`src/rtl/framebuffer_write.sv`:
```
`default_nettype none
// ============================================================================
//  Module   : framebuffer_write
//  Purpose  : Writes the received byte stream sequentially into framebuffer
//             RAM port A (ascending addresses, arrival order). One frame is
//             FRAME_BYTES bytes. frame_start arms or restarts a frame at
//             address 0.
//  Revision : 1.0 - initial release
//
//  Optional feature macro: FB_WRITE_TIMEOUT_EN
//    defined   -> an inter-byte gap counter abandons a stalled frame after
//                 TIMEOUT_CYCLES idle cycles (frame_abort pulse, back to IDLE)
//    undefined -> LOAD waits indefinitely for bytes
//
//  Ports:
//    clk_in          in   1   system clock, rising edge
//    reset           in   1   synchronous active-high reset
//    frame_start     in   1   pulse: arm a new frame at address 0
//    byte_data       in   8   received byte
//    byte_valid      in   1   byte_data valid this cycle
//    byte_ready      out  1   block accepts a byte this cycle
//    ram_data        out  8   RAM port A DataIn
//    ram_address     out  12  RAM port A Address
//    ram_clk_enable  out  1   RAM port A ClockEn
//    ram_write       out  1   RAM port A Wr
//    busy            out  1   a frame is being loaded
//    frame_done      out  1   pulse in the cycle of the last write strobe
//    frame_abort     out  1   pulse when a frame is abandoned
// ============================================================================
module framebuffer_write #(
  parameter int                         ADDR_WIDTH     = 12,
  parameter int                         DATA_WIDTH     = 8,
  parameter int                         FRAME_BYTES    = 4096,
  parameter int                         TIMEOUT_WIDTH  = 20,
  parameter logic [TIMEOUT_WIDTH-1:0]   TIMEOUT_CYCLES = 20'd1000000
) (
  input  logic                  clk_in,
  input  logic                  reset,
  input  logic                  frame_start,
  input  logic [DATA_WIDTH-1:0] byte_data,
  input  logic                  byte_valid,
  output logic                  byte_ready,
  output logic [DATA_WIDTH-1:0] ram_data,
  output logic [ADDR_WIDTH-1:0] ram_address,
  output logic                  ram_clk_enable,
  output logic                  ram_write,
  output logic                  busy,
  output logic                  frame_done,
  output logic                  frame_abort
);

  localparam logic [ADDR_WIDTH-1:0] c_LAST_ADDR = ADDR_WIDTH'(FRAME_BYTES - 1);

  typedef enum logic [1:0] {
    ST_IDLE = 2'd0,
    ST_LOAD = 2'd1,
    ST_DONE = 2'd2
  } state_t;

  state_t                r_state;
  logic [ADDR_WIDTH-1:0] r_addr;
  logic [DATA_WIDTH-1:0] r_ram_data;
  logic [ADDR_WIDTH-1:0] r_ram_address;
  logic                  r_ram_write;
  logic                  r_frame_done;
  logic                  r_frame_abort;

  logic w_accept;
  logic w_last;

  // A byte presented together with frame_start belongs to the abandoned
  // frame, so it is never accepted.
  assign w_accept = (r_state == ST_LOAD) && byte_valid && !frame_start;
  assign w_last   = (r_addr == c_LAST_ADDR);

`ifdef FB_WRITE_TIMEOUT_EN
  localparam logic [TIMEOUT_WIDTH-1:0] c_TIMEOUT_LAST = TIMEOUT_CYCLES - TIMEOUT_WIDTH'(1);
  logic [TIMEOUT_WIDTH-1:0] r_gap;
  logic                     w_timeout;
  assign w_timeout = (r_gap == c_TIMEOUT_LAST);
`else
  // Timeout parameters are only consumed by the optional gap counter.
  logic [TIMEOUT_WIDTH-1:0] w_unused_timeout;
  assign w_unused_timeout = TIMEOUT_CYCLES;
`endif

  always_ff @(posedge clk_in) begin
    if (reset) begin
      r_state       <= ST_IDLE;
      r_addr        <= '0;
      r_ram_data    <= '0;
      r_ram_address <= '0;
      r_ram_write   <= 1'b0;
      r_frame_done  <= 1'b0;
      r_frame_abort <= 1'b0;
`ifdef FB_WRITE_TIMEOUT_EN
      r_gap         <= '0;
`endif
    end else begin
      // Strobes are one-cycle pulses; data/address hold between writes.
      r_ram_write   <= w_accept;
      r_frame_done  <= 1'b0;
      r_frame_abort <= 1'b0;
      if (w_accept) begin
        r_ram_data    <= byte_data;
        r_ram_address <= r_addr;
      end

      case (r_state)
        ST_IDLE: begin
          if (frame_start) begin
            r_state <= ST_LOAD;
            r_addr  <= '0;
          end
        end
        ST_LOAD: begin
          if (frame_start) begin
            r_addr        <= '0;
            r_frame_abort <= 1'b1;
          end else if (w_accept) begin
            // The counter parks on the last address; only frame_start reloads it.
            if (w_last) begin
              r_state      <= ST_DONE;
              r_frame_done <= 1'b1;
            end else begin
              r_addr <= r_addr + ADDR_WIDTH'(1);
            end
          end
`ifdef FB_WRITE_TIMEOUT_EN
          else if (w_timeout) begin
            r_state       <= ST_IDLE;
            r_frame_abort <= 1'b1;
          end
`endif
        end
        ST_DONE: begin
          if (frame_start) begin
            r_state <= ST_LOAD;
            r_addr  <= '0;
          end else begin
            r_state <= ST_IDLE;
          end
        end
        default: r_state <= ST_IDLE;
      endcase

`ifdef FB_WRITE_TIMEOUT_EN
      if ((r_state != ST_LOAD) || frame_start || w_accept || w_timeout) begin
        r_gap <= '0;
      end else begin
        r_gap <= r_gap + TIMEOUT_WIDTH'(1);
      end
`endif
    end
  end

  // Status flags decode the state register directly, so they are glitch-free.
  assign byte_ready     = (r_state == ST_LOAD);
  assign busy           = (r_state != ST_IDLE);
  assign ram_data       = r_ram_data;
  assign ram_address    = r_ram_address;
  assign ram_write      = r_ram_write;
  assign ram_clk_enable = r_ram_write;
  assign frame_done     = r_frame_done;
  assign frame_abort    = r_frame_abort;

endmodule
`default_nettype wire

```
`config.mk`:
```
export PLATFORM = sky130hd
export DESIGN_NAME = framebuffer_write
export DESIGN_NICKNAME = d
export VERILOG_FILES = /design/src/rtl/framebuffer_write.sv
export SDC_FILE = /design/constraint.sdc
export NUM_CORES = 1
export LEC_CHECK = 0
export ABC_CLOCK_PERIOD_IN_PS = 2940
export CAP_MARGIN = 40
export CORE_MARGIN = 4
export CORE_UTILIZATION = 30
export DETAILED_ROUTE_END_ITERATION = 6
export MAX_ROUTING_LAYER = met4
export SYNTH_ARGS = -nofsm -noshare
export SYNTH_HDL_FRONTEND = slang
export SYNTH_SLANG_ARGS = --single-unit
```
`constraint.sdc`:
```
create_clock -name clk_in -period 2.94 [get_ports clk_in]
set_input_delay 0.441 -clock clk_in [delete_from_list [all_inputs] [get_ports clk_in]]
set_output_delay 0.441 -clock clk_in [all_outputs]
set_load 0.01 [all_outputs]
```
=== Yosys cells after proc, flatten, opt, wreduce, memory -nomap -nowiden ===
Index checks and enable logic that the tools add are counted.

* Flip-flop bits (word level): 37
* Output and inout bits: 26

* Add/sub/neg operators: 1
* Equality and inequality tests: 10
* Muxes and demuxes: 13
* Bitwise operators: 2
* Reductions and logical operators: 11

{| class="wikitable"
|+ Operators by type and width
! cell !! count
|-
| 12-bit 2-to-1 mux || 4
|-
| 12-bit case mux with 2 select lines || 1
|-
| 12-bit by 1-bit adder with 12-bit output, second input constant || 1
|-
| 12-bit == test, second input constant || 1
|-
| 2-bit 2-to-1 mux || 4
|-
| 4-bit AND reduction || 2
|-
| 2-bit by 1-bit != test with 1-bit output, second input constant || 3
|-
| 2-bit case mux with 3 select lines || 1
|-
| 2-bit != test, second input constant || 2
|-
| 2-bit nonzero test || 2
|-
| 2-bit OR reduction || 2
|-
| 4-bit OR reduction || 1
|-
| 1-bit 2-to-1 mux || 3
|-
| 3-bit by 2-bit != test with 1-bit output, second input constant || 1
|-
| 3-bit != test, second input constant || 1
|-
| 2-bit by 1-bit == test with 1-bit output, second input constant || 1
|-
| 2-bit == test, second input constant || 1
|-
| 1-bit logical AND || 2
|-
| 2-bit zero test || 1
|-
| 1-bit NOT || 2
|-
| 1-bit zero test || 1
|}

=== Longest topological paths before layout ===
Gate-level depths: netlist of the first run.

* Depth in word-level cells: 6
* Mapped depth: 7

=== Worst setup path after synthesis of the first run ===
Ideal clock, no wire load.

* Path kind: register to register
* From: register r_addr[0]
* To: register r_addr[9]
* Library setup time: 0.117 ns
* Data arrival time: 1.661 ns
* Required time: 2.823 ns
* Setup slack: 1.162 ns
* Cell stages (with the launch flop): 8
* Buffers on the path: 2
* Path through: dfxtp_1 > ha_1 > and4_1 > buf_6 > and4_4 > buf_6 > a211o_1 > a32o_1

* Word-level cells in the longest chain between the ends: 5

{| class="wikitable"
|+ Ends and longest elaborated chain
! what !! line !! text
|-
| start, declared || 61 || <nowiki>logic [ADDR_WIDTH-1:0] r_addr;</nowiki>
|-
| start signal, assigned || 126 || <nowiki>r_addr <= r_addr + ADDR_WIDTH'(1);</nowiki>
|-
| 12-bit by 1-bit adder with 12-bit output || 126 ||
|-
| 12-bit 2-to-1 mux || 122 || <nowiki>if (w_last) begin</nowiki>
|-
| 12-bit 2-to-1 mux || 120 || <nowiki>end else if (w_accept) begin</nowiki>
|-
| 12-bit 2-to-1 mux || 117 || <nowiki>if (frame_start) begin</nowiki>
|-
| 12-bit case mux with 2 select lines || 109 || <nowiki>case (r_state)</nowiki>
|}

Parallel ways exist; a longest one is shown, timed or not. The select of a mux whose other input is x is not followed.
A chain may end at the register's enable or synchronous reset.

=== Worst setup path after layout of the first run ===
* From: register r_state[0]
* To: output port byte_ready

* Word-level cells in the longest chain between the ends: 1

{| class="wikitable"
|+ Ends and longest elaborated chain
! what !! line !! text
|-
| start, declared || 60 || <nowiki>state_t r_state;</nowiki>
|-
| start signal, assigned || 89 || <nowiki>r_state <= ST_IDLE;</nowiki>
|-
| start signal, assigned || 112 || <nowiki>r_state <= ST_LOAD;</nowiki>
|-
| start signal, assigned || 123 || <nowiki>r_state <= ST_DONE;</nowiki>
|-
| 2-bit by 1-bit == test with 1-bit output || 158 || <nowiki>assign byte_ready = (r_state == ST_LOAD);</nowiki>
|-
| end, declared || 42 || <nowiki>output logic byte_ready,</nowiki>
|}

Every way passes these cells.

==> metrics.yaml, run 1 <==
cells_and_area:
  drive_above_1_share: 0.0942
  area_growth_pct: 32.5
  num-fill-cells: 538
  fin_nets: 235
  fin_util: 0.412
  ff_latch_area_um2: 741
  final_common_cell: "nand2_1"
  diodes: 0
  multi_input_area_um2: 761
  layout_common_cells: "47 x nand2_1, 37 x dfxtp_1, 37 x clkdlybuf4s50_1"
cts:
  cts_setup_buffers: 0
  clk_pin_slew_ps: 80
  cts.sinks: 37
  cts_buffer_depth: 2
  clock_latency_ps: 290
  cts_buffers: 5
  cts-htree-levels: 2
  cts_resized: 0
  postCtsHoldBufs: 0
  cts_tree: "yes"
  cts_root_buffer: "clkbuf_8"
critical_path:
  crit_required_ps: 2500
  cp-start-kind: "flip-flop"
  cp.buffers_inverters: 1
  slowest_delay_ps: 570
  cp-end-kind: "output port"
  path_class: "flip-flop to output port"
  arrival_ps: 1540
  path_cells: "nor2b_1, clkdlybuf4s50_1"
  cp_slowest_cell: "clkdlybuf4s50_1"
  cp_top_family: "buffers and inverters"
  crit_fanout: 8
sta:
  finalCriticalPeriod_ps: 1980
  slew_viol_final: 0
  hold_violations: 0
  max_slew_margin: 0.587
  fmax_mhz: 505
  post-route-period-util: 0.674
  rsz0062_at_grt: "false"
  tightest_slew_ps: 617
  skew_ps: 7.84
  finalSetupViolCount: 0
  setup_tns_ps: 0
synthesis:
  syn_inst: 187
  synth.distinct_cells: 39
  yosys.area.top_type: "dfxtp_1"
  synth_area_leaders: "dfxtp_1 47%, nand2_1 11%, a21oi_1 7.9%"
  syn_avg_cell_area_um2: 8.50
  synth_seq_area_share: 0.466
  ys_ff_latch: 37
  yosysWarnings: 0
  syn_nets: 200
  netlist.area_leader.share: 0.466
  syn_area_um2: 1590
die:
  die_h_um: 80.8
  fp.coreArea_um2: 5110
  io_pins: 38
  die_w_um: 80.8
  die_area_um2: 6530
  rows: 26
  start_util: 0.311
placement:
  numPortBuffers: 37
  gp_congestion: 0.792
  hpwl_um: 2580
routing:
  vias_per_cell: 4.92
  routedWlPerCell_um: 13.0
  drt_iter0_markers: 82
  drt_first_pass_iters: 4
  totalWireLength_um: 3820
  drc: 0
  ant_nets: 0
  via_count: 1441
grt:
  grt-ovfl-total: 0
  grt_use_total: 0.129
  grt_max_degree: 21
  antenna_found_initial: 0
  grt_pass1_wl_um: 6340
  grt_pass1_vias: 1327
power_and_ir_drop:
  finalPower_uw: 978
  leakagePower_uw: 0.000741
  power_density_nw_per_um2: 464
  peakVddDrop_uv: 257
worst_hold_path:
  worstHoldPathType: "flip-flop to flip-flop"
flow_run:
  max_cap_viol_count: 0
run_status:
  status: "complete, no violations"
[area by class of cell]
| cell class | count | area share |
|---|---|---|
| clock inverter | 1 | 0.00238 |
| sequential | 37 | 0.352 |
| tap | 70 | 0.0416 |
| clock buffer | 7 | 0.0458 |
| multi-input combinational | 134 | 0.361 |
| timing repair buffer | 42 | 0.194 |
| inverter | 2 | 0.00357 |
[state kept, by name, indices dropped and copies added, names as in the netlist]
name / cells
ram_clk_enable: 1
r_addr: 12
frame_abort: 1
r_state: 2
ram_data: 8
frame_done: 1
ram_address: 12
[where the power goes]
part           leakage, µW  switching [µW]  total [µW]  internal (µW)
logic             0.000388            38.2        74.6           36.4
clock network    0.0000542             181         393            212
registers         0.000299            4.27         510            506
total             0.000741             224         978            754
[final timing paths]
| check | start | to | slack, ps | cells past startpoint |
|---|---|---|---|---|
| worst max-delay path | r_state[0]$_SDFFE_PP0P_ | byte_ready | 960 | 2 |
| worst min-delay path | ram_address[6]$_SDFFE_PP0N_ | ram_address[6]$_SDFFE_PP0N_ | 450 | 2 |
| worst max register to register | r_addr[0]$_SDFFE_PP0P_ | r_addr[10]$_SDFFE_PP0P_ | 1010 | 5 |
| worst min register to register | ram_address[6]$_SDFFE_PP0N_ | ram_address[6]$_SDFFE_PP0N_ | 450 | 2 |
[cell usage after synthesis]
cell and count:
o21ai_0 4, a21boi_0 1, a221oi_1 1, ha_1 1
and3_1 5, a311oi_1 3, buf_2 1, or2_2 1
buf_4 1, nand2b_1 3, a31oi_1 3, and4_4 1
a211o_1 3, a41oi_2 1, a21o_1 1, or4_1 2
o211ai_1 2, nand4bb_1 1, and4_1 2, dfxtp_1 37
nand4_1 3, nand2_4 1, a211oi_1 2, nand3_1 3
nor2b_1 2, and3_2 1, clkbuf_1 9, a32o_1 3
and2_2 1, buf_6 3, a21oi_1 25, nor3_1 4
and3b_2 2, inv_1 2, nand2_1 47, a41oi_1 1
nor2_1 2, or3_1 1, o2bb2ai_1 1
[per-layer routing]
layer | track usage | wire length [µm]
met5 | - | 0
met4 | 0.0557 | 60
met3 | 0.0377 | 280
met1 | 0.170 | 1830
met2 | 0.185 | 1650
[cell families (layout without fill, tap and decap cells)]
logic type	Yosys count	after routing	share of synthesized area
compound gates	51	51	0.210
flops	37	37	0.466
simple gates	82	82	0.261
fa+ha+maj	1	1	0.00787
buf+inv	16	52	0.0551
[metrics by stage]
stage          std cells  hold slack [ps]  cell area [µm²]  setup WS (ps)
3_5_place_dp         285              445             2000            747
6_report             293              453             2110            960
4_1_cts              293              456             2110            968
5_1_grt              293              473             2110            844
2_1_floorplan        187              455             1590           1160
3_3_place_gp         285              446             2000            786
[worst reg2reg max path, cell delays in order, from the launching register on]
cell	delay (ps)
dfxtp_1	450
ha_1	250
and4_1	390
nand2_4	110
or4_1	500
a31oi_1	170
No activity file was read; power rests on OpenSTA's default activity.
==> run 2: changes to the inputs <==
--- a/config.mk
+++ b/config.mk
@@ -5,7 +5,7 @@
 export SDC_FILE = /design/constraint.sdc
 export NUM_CORES = 1
 export LEC_CHECK = 0
-export ABC_CLOCK_PERIOD_IN_PS = 2940
+export ABC_CLOCK_PERIOD_IN_PS = 1800
 export CAP_MARGIN = 40
 export CORE_MARGIN = 4
 export CORE_UTILIZATION = 30
==> constraint.sdc (replaced) <==
create_clock -name clk_in -period 1.8 [get_ports clk_in]
set_input_delay 0.27 -clock clk_in [delete_from_list [all_inputs] [get_ports clk_in]]
set_output_delay 0.27 -clock clk_in [all_outputs]
set_load 0.01 [all_outputs]
==> run 2 against run 1 <==
Routed wire length increased by 4.8%. Die area unchanged. Sequential share of layout area shrank 1.7 points. First-iteration DRC count rose by 28%. Worst hold slack better by 1.1 ps. Clock-buffer cell count decreased by 2. Clock skew is 1.2 ps higher. Final cell count grew 4.8%. Clock power up 46%. Core utilization rose by 2.1 points. Global-route usage grew 0.67 points. Sequential cell count stayed put.
==> metrics.yaml, run 2 (synthesis gave the netlist of run 1 again) <==
routing:
  totalWireLength_um: 4000  # was 3820 µm
  ant_nets: 0  # unchanged
  drc: 0  # unchanged
  via_count: 1515  # was 1,441
  drt_iter0_markers: 105  # was 82
  routedWlPerCell_um: 13.0  # about the same
  drt_first_pass_iters: 4  # unchanged
  vias_per_cell: 4.93  # was 4.92
critical_path:
  cp_top_family: "buffers and inverters"  # unchanged
  path_cells: "nor2b_2, clkdlybuf4s50_1"  # was nor2b_1, clkdlybuf4s50_1
  slowest_delay_ps: 550  # was 570 ps
  cp-start-kind: "flip-flop"  # unchanged
  crit_required_ps: 1530  # was 2500 ps
  cp-end-kind: "output port"  # unchanged
  ff2ff_path_depth: 5  # unchanged
  cp_slowest_cell: "clkdlybuf4s50_1"  # unchanged
  path_class: "flip-flop to output port"  # unchanged
  cp_num_cells: 2  # unchanged
  cp.buffers_inverters: 1  # unchanged
  crit_fanout: 8  # unchanged
  arrival_ps: 1420  # was 1540 ps
power_and_ir_drop:
  leakagePower_uw: 0.000810  # was 0.000741 µW
  peakVddDrop_uv: 508  # was 257 µV
  finalPower_uw: 1540  # was 978 µW
  power_density_nw_per_um2: 696  # was 464 nW/µm²
die:
  rows: 26  # unchanged
  die_h_um: 80.8  # unchanged
  start_util: 0.311  # unchanged
  io_pins: 38  # unchanged
  die_w_um: 80.8  # unchanged
  fp.coreArea_um2: 5110  # unchanged
  die_area_um2: 6530  # unchanged
grt:
  grt_max_degree: 21  # unchanged
  grt-ovfl-total: 0  # unchanged
  grt_pass1_wl_um: 6640  # was 6340 µm
  grt_pass1_vias: 1353  # was 1,327
  antenna_found_initial: 0  # unchanged
  grt_use_total: 0.136  # was 0.129
cts:
  cts_root_buffer: "clkbuf_8"  # unchanged
  clock_latency_ps: 290  # about the same
  clk_pin_slew_ps: 80  # about the same
  cts_tree: "yes"  # unchanged
  cts_setup_buffers: 0  # unchanged
  cts_buffers: 5  # unchanged
  cts.sinks: 37  # unchanged
  cts_buffer_depth: 2  # unchanged
  cts-htree-levels: 2  # unchanged
sta:
  tightest_slew_ps: 368  # was 617 ps
  skew_ps: 9.03  # was 7.84 ps
  setup_tns_ps: 0  # unchanged
  post-route-period-util: 0.941
  slew_viol_final: 0  # unchanged
  max_slew_margin: 0.754  # was 0.587
  whs_ps: 454  # was 453 ps
  finalCriticalPeriod_ps: 1690
  hold_violations: 0  # unchanged
  finalSetupViolCount: 0  # unchanged
  fmax_mhz: 590
  rsz0062_at_grt: "false"  # unchanged
cells_and_area:
  area_growth_pct: 39.4  # was 32.5%
  layout_common_cells: "47 x nand2_1, 37 x clkdlybuf4s50_1, 36 x dfxtp_1"  # was 47 x nand2_1, 37 x dfxtp_1, 37 x clkdlybuf4s50_1
  stdcell_count: 307  # was 293
  design_area_um2: 2210  # was 2110 µm²
  multi_input_area_um2: 766  # was 761 µm²
  fin_nets: 249  # was 235
  num-fill-cells: 522  # was 538
  drive_above_1_share: 0.160  # was 0.0942
  ff_latch_area_um2: 742  # was 741 µm²
  final_common_cell: "nand2_1"  # unchanged
  diodes: 0  # unchanged
worst_hold_path:
  holdPathStages: 2  # unchanged
  worstHoldPathType: "flip-flop to flip-flop"  # unchanged
placement:
  hpwl_um: 2850  # was 2580 µm
  place_area_um2: 2120  # was 2000 µm²
  gp_congestion: 0.818  # was 0.792
  numPortBuffers: 37  # unchanged
  placedCellCount: 299  # was 285
run_status:
  status: "complete, no violations"  # unchanged
flow_run:
  max_cap_viol_count: 0  # unchanged
==> run 2: final timing paths <==
path / start / endpoint / slack (ps)
max reg2reg: r_addr[0]$_SDFFE_PP0P_ / r_addr[10]$_SDFFE_PP0P_ / 120
min reg2reg: ram_data[2]$_SDFFE_PP0N_ / ram_data[2]$_SDFFE_PP0N_ / 450
min: ram_data[2]$_SDFFE_PP0N_ / ram_data[2]$_SDFFE_PP0N_ / 450
max: r_state[0]$_SDFFE_PP0P_ / byte_ready / 110
==> run 2: what timing repair did <==
item,in CTS,in global routing
hold buffers,0,0
gates cloned,0,0
gates resized for setup,1,3
hold endpoints to repair,0,0
endpoints found under the setup margin,1,8
pin swaps,0,0
==> run 2: tightest hold or removal path, stage by stage (launching register included) <==
cell and delay (ps):
dfxtp_1 310, nand2_1 50, a21oi_1 50
==> run 2: layout make-up <==
class | count | share of cell area
clock inverters | 3 | 0.00791
repair buffers | 56 | 0.237
clock buffers | 5 | 0.0311
multi-input cells | 134 | 0.346
inverters | 2 | 0.00339
well taps | 70 | 0.0395
flip-flops and latches | 37 | 0.335
==> run 2: through the flow <==
stage	utilization	worst slack, ps
6_report	0.434	105
3_5_place_dp	0.415	-106
2_1_floorplan	-	21.6
3_3_place_gp	0.415	-69.6
4_1_cts	0.433	1.07
5_1_grt	0.434	27.2
==> run 2: layer usage <==
metal	track usage	vias to the layer above	wire, µm
met3	0.0488	6	299
met4	0.0456	0	45
met1	0.172	700	1840
met5	-	-	0
li1	-	763	-
met2	0.203	46	1820
==> run 2: report_power, final <==
group / internal [µW] / total (µW) / switching, µW
combinational: 69.9 / 136 / 66.0
clock: 267 / 572 / 305
sequential: 827 / 833 / 6.02
total: 1160 / 1540 / 377
==> run 3: changes to the inputs <==
--- a/config.mk
+++ b/config.mk
@@ -10,6 +10,7 @@
 export CORE_MARGIN = 4
 export CORE_UTILIZATION = 30
 export DETAILED_ROUTE_END_ITERATION = 6
+export HOLD_SLACK_MARGIN = 0.03
 export MAX_ROUTING_LAYER = met4
 export SYNTH_ARGS = -nofsm -noshare
 export SYNTH_HDL_FRONTEND = slang
==> results of run 3 <==
Final layout, timing and power as in run 2 (identical DEF).
